===== config.mk =====
export PLATFORM = sky130hd
export DESIGN_NAME = stress_ramp_ctrl
export DESIGN_NICKNAME = d
export VERILOG_FILES = /design/src/rtl/stress_ramp_ctrl.sv
export SDC_FILE = /design/constraint.sdc
export NUM_CORES = 1
export LEC_CHECK = 0
export CORE_MARGIN = 3
export CORE_UTILIZATION = 40
export CTS_BUF_LIST = sky130_fd_sc_hd__clkbuf_8
export CTS_CLUSTER_DIAMETER = 60
export DETAILED_ROUTE_END_ITERATION = 8
export GPL_TIMING_DRIVEN = 1
export SLEW_MARGIN = 0
export SYNTH_ARGS = -nofsm -noshare
export SYNTH_HDL_FRONTEND = slang
export SYNTH_SLANG_ARGS = --single-unit

===== constraint.sdc =====
create_clock -name clk -period 4.8 [get_ports clk]
set_clock_uncertainty 0.05 [all_clocks]
set_input_delay 0.48 -clock clk [delete_from_list [all_inputs] [get_ports clk]]
set_output_delay 0.48 -clock clk [all_outputs]
set_load 0.02 [all_outputs]

===== src/rtl/stress_ramp_ctrl.sv =====
// stress_ramp_ctrl: sequences load-reset hold, toggle-rate ramp up/down and
// steady dwell for logic/BRAM/DSP stress blocks.
// Optional heartbeat watchdog: define STRESS_RAMP_WDOG_EN.
module stress_ramp_ctrl #(
    parameter int unsigned RST_CYCLES   = 16,
    parameter int unsigned STEP         = 5,
    parameter int unsigned DWELL_CYCLES = 1024,
    parameter int unsigned WDOG_CYCLES  = 4096
) (
    input  logic       clk,
    input  logic       rst_n,
    input  logic       start,
    input  logic       stop,
    input  logic [6:0] target_rate,
    input  logic       heartbeat,
    output logic       rst_out,
    output logic [6:0] toggle_rate,
    output logic       busy,
    output logic       at_target,
    output logic       fault
);

    localparam int unsigned HW    = $clog2(RST_CYCLES + 1);
    localparam int unsigned DW    = $clog2(DWELL_CYCLES + 1);
    localparam logic [7:0]  STEP8 = 8'(STEP);
    localparam logic [6:0]  STEP7 = 7'(STEP);
    localparam logic [6:0]  MAX_RATE = 7'd100;

    typedef enum logic [2:0] {
        S_IDLE,
        S_HOLD_RST,
        S_RAMP_UP,
        S_STEADY,
        S_RAMP_DOWN
    } state_e;

    state_e          state_q, state_d;
    logic [6:0]      rate_q, rate_d;
    logic [6:0]      floor_q, floor_d;
    logic [6:0]      target_q, target_d;
    logic [HW-1:0]   hold_q, hold_d;
    logic [DW-1:0]   dwell_q, dwell_d;
    logic            stop_seen_q, stop_seen_d;
    logic            rst_out_q, rst_out_d;
    logic            busy_q, busy_d;
    logic            at_target_q, at_target_d;
    logic            fault_q;
    logic            wdog_trip_c;

    logic [6:0]      eff_tgt_c;
    logic            stop_any_c;
    logic            dwell_done_c;
    logic [7:0]      up_sum_c;
    logic [6:0]      up_next_c;
    logic [6:0]      floor_eff_c;
    logic [7:0]      floor_plus_c;
    logic [6:0]      down_next_c;

    // Effective target, stop request and saturating step arithmetic.
    always_comb begin
        eff_tgt_c    = (target_rate > MAX_RATE) ? MAX_RATE : target_rate;
        stop_any_c   = stop | stop_seen_q;
        dwell_done_c = (dwell_q == DW'(DWELL_CYCLES - 1));
        up_sum_c     = {1'b0, rate_q} + STEP8;
        up_next_c    = (up_sum_c >= {1'b0, target_q}) ? target_q : up_sum_c[6:0];
        floor_eff_c  = stop_any_c ? 7'd0 : floor_q;
        floor_plus_c = {1'b0, floor_eff_c} + STEP8;
        down_next_c  = ({1'b0, rate_q} <= floor_plus_c) ? floor_eff_c : (rate_q - STEP7);
    end

    // Next-state, datapath and registered-output decode.
    always_comb begin
        state_d     = state_q;
        rate_d      = rate_q;
        floor_d     = floor_q;
        target_d    = target_q;
        hold_d      = '0;
        dwell_d     = '0;
        stop_seen_d = stop_seen_q | (stop && (state_q != S_IDLE));

        case (state_q)
            S_IDLE: begin
                if (start && !stop && !fault_q) begin
                    target_d = eff_tgt_c;
                    state_d  = S_HOLD_RST;
                end
            end
            S_HOLD_RST: begin
                if (stop_any_c) begin
                    state_d = S_IDLE;
                end else if (hold_q == HW'(RST_CYCLES - 1)) begin
                    state_d = (target_q == 7'd0) ? S_STEADY : S_RAMP_UP;
                end else begin
                    hold_d = hold_q + HW'(1);
                end
            end
            S_RAMP_UP: begin
                if (stop_any_c) begin
                    floor_d = 7'd0;
                    state_d = S_RAMP_DOWN;
                end else if (dwell_done_c) begin
                    rate_d = up_next_c;
                    if (up_next_c == target_q) begin
                        state_d = S_STEADY;
                    end
                end else begin
                    dwell_d = dwell_q + DW'(1);
                end
            end
            S_STEADY: begin
                target_d = eff_tgt_c;
                if (stop_any_c || wdog_trip_c) begin
                    floor_d = 7'd0;
                    state_d = S_RAMP_DOWN;
                end else if (eff_tgt_c > rate_q) begin
                    state_d = S_RAMP_UP;
                end else if (eff_tgt_c < rate_q) begin
                    floor_d = eff_tgt_c;
                    state_d = S_RAMP_DOWN;
                end
            end
            S_RAMP_DOWN: begin
                floor_d = floor_eff_c;
                if (dwell_done_c) begin
                    rate_d = down_next_c;
                    if (down_next_c == floor_eff_c) begin
                        state_d = (floor_eff_c != 7'd0) ? S_STEADY : S_IDLE;
                    end
                end else begin
                    dwell_d = dwell_q + DW'(1);
                end
            end
            default: begin
                state_d = S_IDLE;
            end
        endcase

        // Leaving to IDLE always parks the rate at zero and forgets the stop.
        if (state_d == S_IDLE) begin
            rate_d      = 7'd0;
            stop_seen_d = 1'b0;
        end

        rst_out_d   = (state_d == S_IDLE) || (state_d == S_HOLD_RST);
        busy_d      = (state_d != S_IDLE);
        at_target_d = (state_d == S_STEADY);
    end

    // State and datapath registers.
    always_ff @(posedge clk or negedge rst_n) begin
        if (!rst_n) begin
            state_q     <= S_IDLE;
            rate_q      <= 7'd0;
            floor_q     <= 7'd0;
            target_q    <= 7'd0;
            hold_q      <= '0;
            dwell_q     <= '0;
            stop_seen_q <= 1'b0;
            rst_out_q   <= 1'b1;
            busy_q      <= 1'b0;
            at_target_q <= 1'b0;
        end else begin
            state_q     <= state_d;
            rate_q      <= rate_d;
            floor_q     <= floor_d;
            target_q    <= target_d;
            hold_q      <= hold_d;
            dwell_q     <= dwell_d;
            stop_seen_q <= stop_seen_d;
            rst_out_q   <= rst_out_d;
            busy_q      <= busy_d;
            at_target_q <= at_target_d;
        end
    end

`ifdef STRESS_RAMP_WDOG_EN
    localparam int unsigned WD_W = $clog2(WDOG_CYCLES + 1);

    logic            hb_q;
    logic [WD_W-1:0] wdog_q;
    logic            hb_edge_c;

    // Heartbeat edge detect and STEADY-only timeout compare.
    always_comb begin
        hb_edge_c   = heartbeat ^ hb_q;
        wdog_trip_c = (state_q == S_STEADY) && !hb_edge_c &&
                      (wdog_q == WD_W'(WDOG_CYCLES - 1));
    end

    // Watchdog counter and sticky fault flag.
    always_ff @(posedge clk or negedge rst_n) begin
        if (!rst_n) begin
            hb_q    <= 1'b0;
            wdog_q  <= '0;
            fault_q <= 1'b0;
        end else begin
            hb_q <= heartbeat;
            if ((state_q != S_STEADY) || hb_edge_c) begin
                wdog_q <= '0;
            end else if (!wdog_trip_c) begin
                wdog_q <= wdog_q + WD_W'(1);
            end
            fault_q <= fault_q | wdog_trip_c;
        end
    end
`else
    logic unused_hb;

    // No watchdog: heartbeat is ignored and fault is tied low.
    assign unused_hb   = heartbeat ^ (WDOG_CYCLES == 0);
    assign wdog_trip_c = 1'b0;
    assign fault_q     = 1'b0;
`endif

    assign rst_out     = rst_out_q;
    assign toggle_rate = rate_q;
    assign busy        = busy_q;
    assign at_target   = at_target_q;
    assign fault       = fault_q;

endmodule

==> results.json, run 1 <==
{
  "nets": 436,
  "clk_latency_ps": 300,
  "slew_viol_final": 0,
  "fillers": 783,
  "die_y_um": 97.3,
  "hold_class": "input pin to asynchronous set/reset pin",
  "synth_cell_type_count": 60,
  "power_density_nw_per_um2": 240,
  "worstPathArrival_ps": 4030,
  "cts-root-buf": "clkbuf_8",
  "ctsHoldBuffers": 0,
  "grt_overflow_total": 0,
  "drtIter0Drc": 132,
  "start_kind": "input pin",
  "status": "finished clean",
  "synthTopCellsByCount": "dfrtp_1, nand2_1, nor2_1",
  "crit_required_ps": 4920,
  "irDropWorstVdd_mv": 0.134,
  "worst_pin_slew_ps": 1010,
  "cts.sinks": 44,
  "clockBufferDepth": 2,
  "synth_top_area_cell": "dfrtp_1",
  "maxCapViolations": 0,
  "max_stage_delay_ps": 510,
  "grt_pass1_wl_mm": 13.8,
  "netlist_instances": 386,
  "stdcell_area_um2": 3720,
  "grt_pass1_vias": 2727,
  "syn_avg_cell_area_um2": 8.64,
  "ys_seq_area_frac": 0.330,
  "cp_cell_sequence": "clkdlybuf4s50_1 -> nor2_1 -> nand2_1 -> inv_1 -> ha_1 -> o21ai_0 -> xnor2_1 -> nand2_1 -> ha_1 -> nand4_1 -> nor2_1 -> a311oi_1 -> o41ai_2 -> o21bai_1 -> nand4_1 -> and3_1 -> nor2_1",
  "routedWlPerCell_um": 16.3,
  "syn_area_um2": 3340,
  "routed_wl_mm": 8.14,
  "ys_ff_latch": 44,
  "yosysMostFrequentCell": "dfrtp_1",
  "dr.pass1.iters": 4,
  "final_hold_viol_count": 0,
  "routabilityCongestion": 0.880,
  "grt_start_max_net_pins": 45,
  "synth.area.top_cells": "dfrtp_1, ha_1, xnor2_1",
  "cts-resized-gates": 0,
  "place_worst_setup_slack_ps": 580,
  "start_util": 0.421,
  "fin_setup_tns_ps": 0,
  "synth_enable_flop_cells": 0,
  "yosys_warnings": 0,
  "critical_path_class": "input pin to flip-flop",
  "worst_slack_ps": 893,
  "finalCritPeriodShare": 0.814,
  "drive_gt1_frac": 0.0704,
  "pin_count": 23,
  "rsz0062_at_grt": "false",
  "ys.flop_type": "dfrtp_1",
  "num_rows": 32,
  "fin_util": 0.470,
  "synth_top_area_frac": 0.322,
  "die_area_um2": 9470,
  "drcViolationCount": 0,
  "vias": 2789,
  "place_area_um2": 3610,
  "critical_path.endpoint_type": "flip-flop",
  "core_um2": 7930,
  "critPathBufInv": 2,
  "path_clk_slew_ps": 100,
  "synthArstFlopShare": 1.00,
  "dp_hpwl_mm": 6.21,
  "syn_nets": 425,
  "p_leak_uw": 0.00163,
  "finalCriticalPeriod_ps": 3910,
  "cts_made_buffers": 5,
  "cts_tree": "built",
  "setup_viol": 0,
  "slowest_stage": "and3_1",
  "grt_util_all_layers": 0.179,
  "crit_top_cell": "nor2_1",
  "cp_top_family": "simple AND/OR/NAND/NOR gates",
  "syn2layout_area_growth_pct": 11.5,
  "grt_antenna_before_repair": 0,
  "max-slew-margin-rel": 0.329,
  "io_buffer_count": 20,
  "cts_htree_levels": 2,
  "path_max_fanout": 9,
  "avgViaCountPerCell": 5.58,
  "postCtsSetupRepairBufs": 0,
  "detail-route-antenna-nets": 0,
  "antenna_cells": 0,
  "dieWidth_um": 97.3,
  "clock.fmax_mhz": 256
}
==> final cells by class <==
type | instances | area, µm² | area share
Timing Repair Buffer | 24 | 225 | 0.0605
Multi-Input combinational cell | 299 | 2060 | 0.555
Inverter | 23 | 86.3 | 0.0232
Clock inverter | 3 | 47.5 | 0.0128
Clock buffer | 5 | 68.8 | 0.0185
Tap cell | 102 | 128 | 0.0343
Sequential cell | 44 | 1100 | 0.296
==> path summary, 6_finish.rpt <==
kind / start / end / slack, ps / cells after the start
setup reg to reg: toggle_rate[0] / stop_seen_q / 1090 / 12
min in group clk: hold_q[0] / hold_q[0] / 430 / 1
hold / removal: rst_n / target_q[2] / 300 / 1
setup / recovery: stop / stop_seen_q / 890 / 17
max in group asynchronous: rst_n / target_q[5] / 3790 / 1
hold reg to reg: hold_q[0] / hold_q[0] / 430 / 1
==> registers in the layout, indices dropped and copies added, names as in the netlist <==
name and count:
dwell_q 11, hold_q 5, stop_seen_q 1, state_q 3, rst_out 1, floor_q 7
target_q 7, at_target 1, toggle_rate 7, busy 1
==> placed cells by master, fill, tap and decap left out, types with 4 or more instances in the layout <==
cell type         n
dfrtp_1          43
nand3_1          11
nand4_1           6
and2_1            7
inv_1            23
a22o_1            7
nor2_1           31
clkbuf_8          5
a21oi_1          19
xor2_1           11
o21ai_0          26
a211oi_1          5
clkdlybuf4s50_1  19
nand2b_1          5
buf_4             4
a211oi_2          4
nor2b_1           8
nand2_1          39
xnor2_1          23
and3_1            6
o211ai_1          5
ha_1             27
a21o_1            5
nor3_1            6
==> kinds of logic (layout without fill, tap and decap cells) <==
logic type               count (synthesis)  count (layout)  synth area share
AO/OA/AOI/OAI                           94              94             0.195
XOR/XNOR                                36              36             0.103
adder cells (fa/ha/maj)                 27              27             0.101
buffers and inverters                   43              55            0.0532
flip-flops                              44              44             0.330
multiplexers                             3               3           0.00937
other                                    1               1           0.00112
AND/OR/NAND/NOR                        138             138             0.207
==> stage by stage <==
stage               cells  hold WS, ps  power (µW)
global route          500          361         943
global placement      492          405         600
CTS                   500          327         901
detailed placement    492          415         603
finish                500          296         894
floorplan             386          134         543
==> per-layer routing <==
layer / vias up / GRT usage / wire [µm]
met5: - / 0 / 0
met2: 50 / 0.278 / 3710
met4: 0 / 0.0788 / 261
met1: 1341 / 0.248 / 3900
met3: 18 / 0.0266 / 277
li1: 1380 / - / -
==> power breakdown <==
| group | internal [µW] | switching (µW) | leakage (µW) |
|---|---|---|---|
| Sequential | 391 | 23.0 | 0.000598 |
| Combinational | 75.8 | 106 | 0.000972 |
| Clock | 157 | 141 | 0.0000583 |
Power figures use the tool's default switching activity.
==> run 2, diff against run 1 <==
==> constraint.sdc (replaced) <==
create_clock -name clk -period 3.3 [get_ports clk]
set_clock_uncertainty 0.05 [all_clocks]
set_input_delay 0.33 -clock clk [delete_from_list [all_inputs] [get_ports clk]]
set_output_delay 0.33 -clock clk [all_outputs]
set_load 0.02 [all_outputs]
==> results.json, run 2 (synthesis gave the netlist of run 1 again) <==
{
  "grt_start_max_net_pins": 45,
  "die_area_um2": 9470,
  "clk_latency_ps": 300,
  "p_int_uw": 935,
  "antenna_cells": 0,
  "largest_reg_flops": 11,
  "setup_viol": 0,
  "die_y_um": 97.3,
  "worst_pin_slew_ps": 1000,
  "cts-root-buf": "clkbuf_8",
  "status": "finished clean",
  "grt_pass1_vias": 3011,
  "stdcell_area_um2": 4140,
  "num_rows": 32,
  "final_cells": 550,
  "worstReg2RegEnd": "toggle_rate[4]",
  "most-common-layout-cells": "buf_4, dfrtp_1, nand2_1",
  "worstPathArrival_ps": 3250,
  "pwr-share-seq": 0.448,
  "clockBufferDepth": 2,
  "io_buffer_count": 20,
  "detail-route-antenna-nets": 0,
  "fillers": 751,
  "critical_path_class": "flip-flop to flip-flop",
  "dieWidth_um": 97.3,
  "critical_path.endpoint_type": "flip-flop",
  "worst_slack_ps": 175,
  "power_frac_comb": 0.241,
  "final_hold_viol_count": 0,
  "max-slew-margin-rel": 0.333,
  "cts_tree": "built",
  "drtIter0Drc": 151,
  "routed_wl_mm": 9.10,
  "p_leak_uw": 0.00189,
  "power_density_nw_per_um2": 324,
  "grt_overflow_total": 0,
  "regMostFlops": "dwell_q",
  "ctsHoldBuffers": 0,
  "vias": 3064,
  "startpoint": "toggle_rate[0]",
  "grt_util_all_layers": 0.196,
  "dr.pass1.iters": 5,
  "finalCriticalPeriod_ps": 3130,
  "pin_count": 23,
  "core_um2": 7930,
  "path_clk_slew_ps": 90,
  "whs_ps": 146,
  "p_clk_frac": 0.312,
  "hold_class": "input pin to asynchronous set/reset pin",
  "p_sw_frac": 0.302,
  "p_sw_uw": 405,
  "reg2reg_slack_ps": 170,
  "drive_gt1_frac": 0.192,
  "start_kind": "flip-flop",
  "finalCritPeriodShare": 0.947,
  "rr_startpoint": "toggle_rate[0]",
  "maxCapViolations": 0,
  "cts.sinks": 44,
  "grt_pass1_wl_mm": 15.1,
  "place_worst_setup_slack_ps": -461,
  "postCtsSetupRepairBufs": 0,
  "drcViolationCount": 0,
  "slew_viol_final": 0,
  "irDropWorstVdd_mv": 0.174,
  "cts_made_buffers": 5,
  "syn2layout_area_growth_pct": 24.0,
  "cts_htree_levels": 2,
  "place_inst": 542,
  "path_max_fanout": 9,
  "place_area_um2": 3990,
  "dp_hpwl_mm": 7.19,
  "routabilityCongestion": 0.893,
  "r2r_cells": 11,
  "total_power_uw": 1340,
  "layout_commonest_cell": "buf_4",
  "routedWlPerCell_um": 16.5,
  "nets": 486,
  "clock.fmax_mhz": 320,
  "start_util": 0.421,
  "grt_antenna_before_repair": 0,
  "crit_required_ps": 3420,
  "cp-endpoint": "toggle_rate[4]",
  "avgViaCountPerCell": 5.57
}
run 2: changes by cell type in the layout (fill, tap and decap cells not counted), moves of 2 or more:
| cell | change |
|---|---|
| buf_4 | +50 |
| clkinv_4 | -2 |
| o21ai_0 | -3 |
| o21ai_1 | +3 |
run 2: worst min path at each step:
stage	start	to	slack, ps	cells past startpoint
after CTS	rst_n	hold_q[0]	190	1
after global placement	hold_q[0]	hold_q[0]	410	1
after detailed placement	hold_q[0]	hold_q[0]	420	1
after global routing	rst_n	hold_q[2]	230	1
after floorplan	rst_n	at_target	-20	0
final	rst_n	hold_q[2]	150	1
run 2: final cells by class:
type / instances / area (µm²) / area share
well taps: 102 / 128 / 0.0308
multi-input cells: 299 / 2110 / 0.509
clock inverters: 3 / 42.5 / 0.0103
repair buffers: 74 / 603 / 0.146
clock buffers: 5 / 68.8 / 0.0166
flip-flops and latches: 44 / 1100 / 0.267
inverters: 23 / 86.3 / 0.0209
run 2: metrics by stage:
stage          TNS, ps  utilization
6_report             0        0.522
5_1_grt          -35.2        0.522
4_1_cts              0        0.519
3_5_place_dp     -4740        0.503
3_3_place_gp     -3300        0.503
2_1_floorplan        0            -
run 2: repair_timing:
item	CTS	global route
endpoints found under the setup margin	9	9
gates resized for setup	4	9
pin swaps	0	1
run 2: metal layers:
layer | GRT usage | up-vias | wire length (µm)
met5 | 0 | - | 0
met4 | 0.0596 | 0 | 183
met3 | 0.0309 | 15 | 432
met2 | 0.315 | 92 | 4200
met1 | 0.272 | 1477 | 4290
li1 | - | 1480 | -
run 2: power groups by stage:
stage | registers (µW) | clock network, µW | logic (µW)
2_1_floorplan | 603 | 0 | 188
3_3_place_gp | 610 | 0 | 308
3_5_place_dp | 610 | 0 | 311
4_1_cts | 600 | 425 | 315
5_1_grt | 604 | 450 | 359
6_report | 600 | 418 | 323
run 2: critical path: stages (launching register included):
cell	delay (ps)
dfrtp_1	450
ha_1	270
buf_4	150
xnor2_1	140
ha_1	210
a2111oi_1	480
o21ai_0	240
a41oi_2	270
o41ai_2	110
nor3b_2	270
and3_4	310
a211oi_2	50
